[config.mk]
export PLATFORM = sky130hd
export DESIGN_NAME = fifo_stream_reader
export DESIGN_NICKNAME = d
export VERILOG_FILES = /design/src/rtl/fifo_stream_reader.sv
export SDC_FILE = /design/constraint.sdc
export NUM_CORES = 1
export LEC_CHECK = 0
export ABC_AREA = 0
export BUFFER_PORTS_ARGS = -buffer_cell sky130_fd_sc_hd__buf_4
export CAP_MARGIN = 10
export CORE_ASPECT_RATIO = 1.5
export CORE_MARGIN = 2
export CORE_UTILIZATION = 42
export DETAILED_ROUTE_END_ITERATION = 8
export PLACE_DENSITY = 0.65
export SLEW_MARGIN = 20
export SYNTH_ARGS = -nofsm -noshare
export SYNTH_HDL_FRONTEND = slang
export SYNTH_SLANG_ARGS = --single-unit
[constraint.sdc]
create_clock -name clk -period 3.6 [get_ports clk]
set_input_delay 0.54 -clock clk [delete_from_list [all_inputs] [get_ports clk]]
set_output_delay 0.54 -clock clk [all_outputs]
set_load 0.01 [all_outputs]
[src/rtl/fifo_stream_reader.sv]
// Read-side master for a registered-read fifo; a 3-entry skid buffer hides the pop latency.
// Define FIFO_STREAM_READER_STALL_CNT_EN to build the saturating backpressure counter on stall_cnt.
module fifo_stream_reader #(
  parameter int DATA_WIDTH = 8,
  parameter int CNT_WIDTH  = 16
) (
  input  logic                  clk,
  input  logic                  rst_n,
  input  logic                  en,
  input  logic                  flush,
  output logic                  fifo_rd_en,
  input  logic [DATA_WIDTH-1:0] fifo_dout,
  input  logic                  fifo_empty,
  output logic                  m_valid,
  output logic [DATA_WIDTH-1:0] m_data,
  input  logic                  m_ready,
  output logic [CNT_WIDTH-1:0]  rd_count,
  output logic [CNT_WIDTH-1:0]  stall_cnt
);

  logic [DATA_WIDTH-1:0] mem [0:2];
  logic [1:0]            head;
  logic [1:0]            tail;
  logic [1:0]            occ;
  logic                  inflight;
  logic [2:0]            pending;
  logic                  capture;
  logic                  consume;

  function automatic logic [1:0] ptr_inc(input logic [1:0] p);
    return (p == 2'd2) ? 2'd0 : p + 2'd1;
  endfunction

  // Reserving a slot for the in-flight word keeps the buffer from ever overflowing.
  assign pending    = {1'b0, occ} + {2'b00, inflight};
  assign fifo_rd_en = rst_n & en & ~fifo_empty & ~flush & (pending < 3'd3);

  assign m_valid = (occ != 2'd0);
  assign m_data  = mem[head];
  assign capture = inflight & ~flush;
  assign consume = m_valid & m_ready & ~flush;

  always_ff @(posedge clk or negedge rst_n) begin
    if (!rst_n) begin
      head     <= 2'd0;
      tail     <= 2'd0;
      occ      <= 2'd0;
      inflight <= 1'b0;
      rd_count <= '0;
    end else begin
      inflight <= fifo_rd_en;
      if (consume) begin
        rd_count <= rd_count + CNT_WIDTH'(1);
      end
      if (flush) begin
        head <= 2'd0;
        tail <= 2'd0;
        occ  <= 2'd0;
      end else begin
        if (capture) begin
          tail <= ptr_inc(tail);
        end
        if (consume) begin
          head <= ptr_inc(head);
        end
        case ({capture, consume})
          2'b10:   occ <= occ + 2'd1;
          2'b01:   occ <= occ - 2'd1;
          default: occ <= occ;
        endcase
      end
    end
  end

  always_ff @(posedge clk or negedge rst_n) begin
    if (!rst_n) begin
      for (int i = 0; i < 3; i++) begin
        mem[i] <= '0;
      end
    end else if (capture) begin
      mem[tail] <= fifo_dout;
    end
  end

`ifdef FIFO_STREAM_READER_STALL_CNT_EN
  // Flush does not touch this counter; only reset clears it.
  always_ff @(posedge clk or negedge rst_n) begin
    if (!rst_n) begin
      stall_cnt <= '0;
    end else if (m_valid && !m_ready && (stall_cnt != '1)) begin
      stall_cnt <= stall_cnt + CNT_WIDTH'(1);
    end
  end
`else
  assign stall_cnt = '0;
`endif

endmodule

Yosys cells after proc, flatten, opt, wreduce, memory -nomap -nowiden. Index checks and enable logic that the tools add are counted. W data, S select, Z words.

Add/subtract/negate cells: 6. Multipliers: 0. Mux-type cells: 14. Order comparisons: 4. Reductions and logical operators: 5. Div/mod/pow operators: 0. Shift-type cells: 0. Bitwise logic cells: 11. Equality and inequality tests: 4.

Operators by type and width (number): $bwmux W24 (1); $mux W8 (3); $add A16 B1 Y16 const B (1); $bmux W8 S2 (1); $demux W8 S2 (1); $mux W2 (7); $and A1 B1 Y1 (7); $add A2 B1 Y2 const B (3); $eq A2 B2 Y1 const B (3); $ge A3 B3 Y1 const B (2); $not A2 Y3 (2); $reduce_bool A2 Y1 (3); $pmux W2 S2 (1); $add A2 B1 Y3 (1); $lt A3 B1 Y1 const B (1); $lt A3 B2 Y1 const B (1); $reduce_bool A3 Y1 (1); $eq A2 B1 Y1 const B (1); $not A1 Y1 (2); $sub A2 B1 Y2 const B (1); $logic_and A1 B1 Y1 (1).

Memories kept: 0. Word-level logic and storage cells: 52. Output and inout bits: 42. Bits of input ports: 14. Bits in registers: 47. Memory bits (read-only): 0. Bits in writable memories: 0. Latch bits: 0.

Longest topological paths before layout. Gate-level depths: netlist of the first run.

Word-level depth: 6. Mapped depth: 4.

Worst setup path after synthesis of the first run. Ideal clock, no wire load.

Kind: register to output. From: reg occ[0]. To: out fifo_rd_en. Path buffers: 0. Cell stages (with the launch flop): 4. Arrival time: 1.646 ns. Slack: 1.414 ns. Path through: dfrtp_1 -> ha_1 -> ha_1 -> a2111oi_0.

Cells in the longest elaborated chain, start to end: 3.

RTL lines: start: declaration (RTL line 24) `logic [1:0] occ;`; start signal: assignment (RTL line 67) `2'b10: occ <= occ + 2'd1;`; start signal: assignment (RTL line 68) `2'b01: occ <= occ - 2'd1;`; $add A2 B1 Y3 (RTL line 35) `assign pending = {1'b0, occ} + {2'b00, inflight};`; $lt A3 B2 Y1 (RTL line 36) `assign fifo_rd_en = rst_n & en & ~fifo_empty & ~flush & (pending < 3'd3);`; $and A1 B1 Y1 (RTL line 36); end: declaration (RTL line 11) `output logic fifo_rd_en,`.

Every way passes these cells.

Worst setup path in the final report of the first run.
From: reg inflight. To: out fifo_rd_en.

Cells in the longest elaborated chain, start to end: 3.

RTL lines: start: declaration (RTL line 25) `logic inflight;`; start signal: assignment (RTL line 51) `inflight <= fifo_rd_en;`; $add A2 B1 Y3 (RTL line 35); $lt A3 B2 Y1 (RTL line 36); $and A1 B1 Y1 (RTL line 36).

Every way passes these cells.

==> results of run 1 <==
[how the worst max path moves through the flow]
stage / startpoint / endpoint / cells past startpoint
floorplan: occ[0] / fifo_rd_en / 3
global placement: inflight / fifo_rd_en / 4
detailed placement: inflight / fifo_rd_en / 4
CTS: inflight / fifo_rd_en / 4
global route: inflight / fifo_rd_en / 4
finish: inflight / fifo_rd_en / 4
[kinds of logic after synthesis]
| group | after synthesis | synth area share |
|---|---|---|
| AO/OA/AOI/OAI | 16 | 0.0415 |
| XOR/XNOR | 16 | 0.0611 |
| adder cells (fa/ha/maj) | 3 | 0.0164 |
| buffers and inverters | 21 | 0.0628 |
| flip-flops | 47 | 0.513 |
| multiplexers | 34 | 0.162 |
| other | 1 | 0.00164 |
| AND/OR/NAND/NOR | 54 | 0.141 |
[metrics by stage]
step	hold WS, ns	power (mW)	worst slack, ns
4_1_cts	0.377	1.17	0.952
3_5_place_dp	0.470	0.765	1.31
3_3_place_gp	0.465	0.761	1.39
6_report	0.352	1.15	0.989
2_1_floorplan	0.244	0.691	1.41
5_1_grt	0.388	1.22	0.848
[power by group through the flow]
stage	Combinational, mW	Sequential (mW)	Clock [mW]
finish	0.163	0.588	0.402
global route	0.182	0.594	0.440
CTS	0.167	0.589	0.415
detailed placement	0.167	0.599	0
global placement	0.163	0.598	0
floorplan	0.0962	0.595	0
[state kept, by name, indices dropped and copies added (netlist names)]
signal,flops
head,2
inflight,1
mem,24
occ,2
rd_count,16
tail,2
[layout make-up]
class                           count  area share
Clock buffer                        6      0.0305
Clock inverter                      2      0.0129
Multi-Input combinational cell    139       0.380
Sequential cell                    47       0.434
Tap cell                           70      0.0323
Timing Repair Buffer               40       0.111
[worst max-delay path, cell delays in order (launching register included)]
cell	delay, ns
dfrtp_1	0.50
ha_1	0.24
ha_1	0.26
a2111oi_0	0.55
buf_4	0.22
[layout by cell type (no fill, tap or decap), types with 2 or more instances in the layout]
cell type | Yosys | layout
dfrtp_1 | 47 | 47
buf_4 | 17 | 40
mux2_2 | 25 | 25
conb_1 | 1 | 16
nand2_1 | 14 | 14
xnor2_1 | 13 | 13
mux2i_1 | 9 | 9
o21ai_0 | 8 | 8
nand3_1 | 8 | 8
nor2_1 | 7 | 7
clkbuf_8 | 0 | 6
nor2b_1 | 4 | 4
nand4_1 | 4 | 4
nor3_1 | 4 | 4
a21oi_1 | 4 | 4
xor2_1 | 3 | 3
ha_1 | 3 | 3
nand3b_1 | 2 | 2
nor3b_4 | 2 | 2
and3_1 | 2 | 2
[metal layers]
layer / wire length (microns) / share of wire
met5: 0 / 0
met4: 81 / 0.019
met3: 210 / 0.050
met2: 2010 / 0.48
met1: 1890 / 0.45
==> flow_metrics.env, run 1 <==
export IMPL_vias=1479
export IMPL_synth_commonest_cells="47 x dfrtp_1, 25 x mux2_2, 17 x buf_4"
export IMPL_rsz0062_at_grt="false"
export IMPL_maxSlewHeadroom=0.615
export IMPL_io_pins=56
export IMPL_ys_seq_area_frac=0.513
export IMPL_register_area_sq_mm=0.00118
export IMPL_hpwl_microns=3000
export IMPL_top_usage_layer="met2"
export IMPL_synthArstFlopShare=1.00
export IMPL_cp_start_kind="flip-flop"
export IMPL_die_area_sq_mm=0.00608
export IMPL_htree_levels=2
export IMPL_ys_flop_type="dfrtp_1"
export IMPL_first_iter_violations=52
export IMPL_finClkSkew_ns=0.00491
export IMPL_worstPathMaxFanout=8
export IMPL_yosys_area_top_type="dfrtp_1"
export IMPL_synth_top_cell_area_share=0.513
export IMPL_io_buffers=39
export IMPL_power_frac_comb=0.141
export IMPL_num_antenna_cells=0
export IMPL_grt_use_met3=0.0429
export IMPL_synth_cell_types=33
export IMPL_yosysWarnings=0
export IMPL_tritoncts="built"
export IMPL_initial_core_util=0.427
export IMPL_placed_cell_area_sq_mm=0.00259
export IMPL_gp_congestion=0.775
export IMPL_insertion_delay_ns=0.30
export IMPL_grt_util_met1=0.196
export IMPL_final_area_sq_mm=0.00271
export IMPL_worstReg2RegStart="inflight"
export IMPL_cts_buffers=5
export IMPL_grt_overflow=0
export IMPL_die_h_microns=94.5
export IMPL_grt_max_degree=48
export IMPL_swShare=0.241
export IMPL_leakagePower_nw=1.27
export IMPL_cts_hold_buf=0
export IMPL_cap_violations=0
export IMPL_peakVddDrop_uv=302
export IMPL_cp_end_kind="output pin"
export IMPL_wl_microns=4200
export IMPL_hold_class="in2async"
export IMPL_pwr_share_clk=0.348
export IMPL_grt_pass1_wl_microns=7140
export IMPL_wl_per_cell_microns=13.8
export IMPL_grt_use_met2=0.247
export IMPL_ys_seq_elements=47
export IMPL_final_max_slew_viol_count=0
export IMPL_powerDensity_mw_per_mm2=425
export IMPL_area_growth_pct=18.2
export IMPL_criticalPathCategory="reg2out"
export IMPL_avgSynthCellArea_sq_um=11.9
export IMPL_switching_power_uw=277
export IMPL_netlist_area_sq_mm=0.00229
export IMPL_r2r_slack_ns=1.88
export IMPL_outcome="completed"
export IMPL_multi_input_comb_area_sq_mm=0.00103
export IMPL_placed_cells=296
export IMPL_setup_tns_ns=0
export IMPL_viasPerCell=4.87
export IMPL_setup_violations_final=0
export IMPL_fmax_mhz=383
export IMPL_worst_slew_pin_slew_ns=0.562
export IMPL_worstPathArrival_ns=2.07
export IMPL_min_period_ns=2.61
export IMPL_antenna_found_initial=0
export IMPL_instances_no_fill=304
export IMPL_fillers=540
export IMPL_cp_required_ns=3.06
export IMPL_synth_edf_count=0
export IMPL_grt_pass1_vias=1458
export IMPL_drive_gt1_frac=0.346
export IMPL_syn_instance_count=192
export IMPL_yosysMostFrequentCell="dfrtp_1"
export IMPL_seqPwrFrac=0.510
export IMPL_postCtsSetupBuffers=0
export IMPL_nets=250
export IMPL_period_share=0.725
export IMPL_synth_area_leaders="dfrtp_1 51%, mux2_2 12%, buf_4 5.6%"
export IMPL_cts_root_buf="clkbuf_8"
export IMPL_p_int_uw=875
export IMPL_worst_r2r_path_depth=3
export IMPL_clock_sinks=47
export IMPL_ant_nets=0
export IMPL_drt_pass1_iter_count=3
export IMPL_drc_errors=0
export IMPL_finish_utilization=0.505
export IMPL_r2r_end="inflight"
export IMPL_cts_resized_gates=0
export IMPL_hold_viol_final=0
export IMPL_rows=33
export IMPL_path_clk_slew_ns=0.09
export IMPL_core_area_sq_mm=0.00537
export IMPL_cts_buffer_depth=2
export IMPL_die_x_microns=64.3
export IMPL_grt_usage=0.154
Power figures use the tool's default switching activity.
==> run 2: changes to the inputs <==
- PLACE_DENSITY: 0.65 -> 0.68
- clock period: 3.6 -> 2.3 ns (I/O delays scaled with it)
==> flow_metrics.env, run 2 (synthesized netlist as in run 1, its figures left out) <==
export IMPL_grt_overflow=0
export IMPL_fin_total_pwr_mw=1.88
export IMPL_cts_hold_buf=0
export IMPL_instances_no_fill=307
export IMPL_final_max_slew_viol_count=0
export IMPL_placed_cells=299
export IMPL_rows=33
export IMPL_path_delay_family="adder cells"
export IMPL_io_pins=56
export IMPL_path_common_cell="ha_1"
export IMPL_tritoncts="built"
export IMPL_worst_slew_pin_slew_ns=0.583
export IMPL_setup_violations_final=0
export IMPL_gp_congestion=0.812
export IMPL_setup_ws_ns=0.0934
export IMPL_regMostFlops="mem"
export IMPL_drt_pass1_iter_count=4
export IMPL_final_cell_mix="47 x dfrtp_1, 43 x buf_4, 25 x mux2_2, 16 x conb_1, 14 x nand2_1"
export IMPL_die_area_sq_mm=0.00608
export IMPL_die_h_microns=94.5
export IMPL_finClkSkew_ns=0.00461
export IMPL_layout_commonest_cell="dfrtp_1"
export IMPL_antenna_found_initial=0
export IMPL_criticalPathCategory="reg2out"
export IMPL_slowest_delay_ns=0.46
export IMPL_leakagePower_nw=1.29
export IMPL_vias=1539
export IMPL_fmax_mhz=453
export IMPL_cts_buffers=5
export IMPL_powerDensity_mw_per_mm2=685
export IMPL_nets=253
export IMPL_core_area_sq_mm=0.00537
export IMPL_viasPerCell=5.01
export IMPL_wl_microns=4330
export IMPL_peakVddDrop_uv=381
export IMPL_drc_errors=0
export IMPL_cts_root_buf="clkbuf_8"
export IMPL_largest_reg_flops=24
export IMPL_whs_ns=0.147
export IMPL_cts_resized_gates=0
export IMPL_reg_top3="mem: 24 flops, rd_count: 16 flops"
export IMPL_wl_per_cell_microns=14.1
export IMPL_die_x_microns=64.3
export IMPL_ant_nets=0
export IMPL_worstPathMaxFanout=5
export IMPL_pre_cts_ws_ns=0.368
export IMPL_io_buffers=39
export IMPL_grt_usage=0.152
export IMPL_cp_start_kind="flip-flop"
export IMPL_grt_max_degree=48
export IMPL_cap_violations=0
export IMPL_placed_cell_area_sq_mm=0.00262
export IMPL_hold_viol_final=0
export IMPL_worstPathArrival_ns=1.86
export IMPL_grt_pass1_wl_microns=7090
export IMPL_r2r_slack_ns=0.72
export IMPL_grt_pass1_vias=1516
export IMPL_maxSlewHeadroom=0.611
export IMPL_num_antenna_cells=0
export IMPL_path_clk_slew_ns=0.09
export IMPL_worst_path_max_delay_cell="a2111oi_1"
export IMPL_cts_buffer_depth=2
export IMPL_path_buf_inv=1
export IMPL_cp_required_ns=1.96
export IMPL_drive_gt1_frac=0.350
export IMPL_clock_sinks=47
export IMPL_fillers=537
export IMPL_final_area_sq_mm=0.00275
export IMPL_first_iter_violations=52
export IMPL_worstPathCellList="ha_1, ha_1, a2111oi_1, buf_4"
export IMPL_cp_end_kind="output pin"
export IMPL_hold_class="in2async"
export IMPL_area_growth_pct=19.9
export IMPL_htree_levels=2
export IMPL_insertion_delay_ns=0.30
export IMPL_hpwl_microns=3050
export IMPL_min_period_ns=2.21
export IMPL_initial_core_util=0.427
export IMPL_outcome="completed"
export IMPL_period_share=0.959
export IMPL_postCtsSetupBuffers=0
run 2: cell count changes in the layout (fill, tap and decap cells not counted), sizes merged:
cell,change
bufinv,+1
clkinv,-1
buf,+3
run 2: metal layers:
layer,vias to the layer above,global-route usage,wire [microns]
li1,721,-,-
met1,753,0.179,1740
met2,59,0.271,2270
met3,6,0.0381,260
met4,0,0.0496,58
met5,-,0,0
run 2: stage by stage:
step                setup TNS (ns)   util
floorplan                        0      -
finish                           0  0.512
global placement                 0  0.487
detailed placement               0  0.487
global route               -0.0517  0.512
CTS                              0  0.512
run 2: where the power goes:
group | internal (mW) | switching, mW
clock | 0.434 | 0.271
combinational | 0.137 | 0.122
sequential | 0.882 | 0.0374
total | 1.45 | 0.430
run 2: final cells by class:
class | instances | area [sq um] | area share
timing repair buffer | 43 | 323 | 0.117
tap | 70 | 87.6 | 0.0319
clock buffer | 6 | 72.6 | 0.0264
sequential | 47 | 1180 | 0.428
clock inverter | 2 | 60.1 | 0.0218
multi-input combinational | 139 | 1030 | 0.375
run 2: worst paths after layout:
kind | start | to | depth (start not counted)
max | occ[0] | fifo_rd_en | 4
min | rst_n | rd_count[14] | 2
max reg2reg | inflight | mem[8] | 4
min reg2reg | rd_count[15] | rd_count[15] | 1
max in group asynchronous | rst_n | tail[1] | 2
min in group clk | fifo_dout[6] | mem[14] | 2
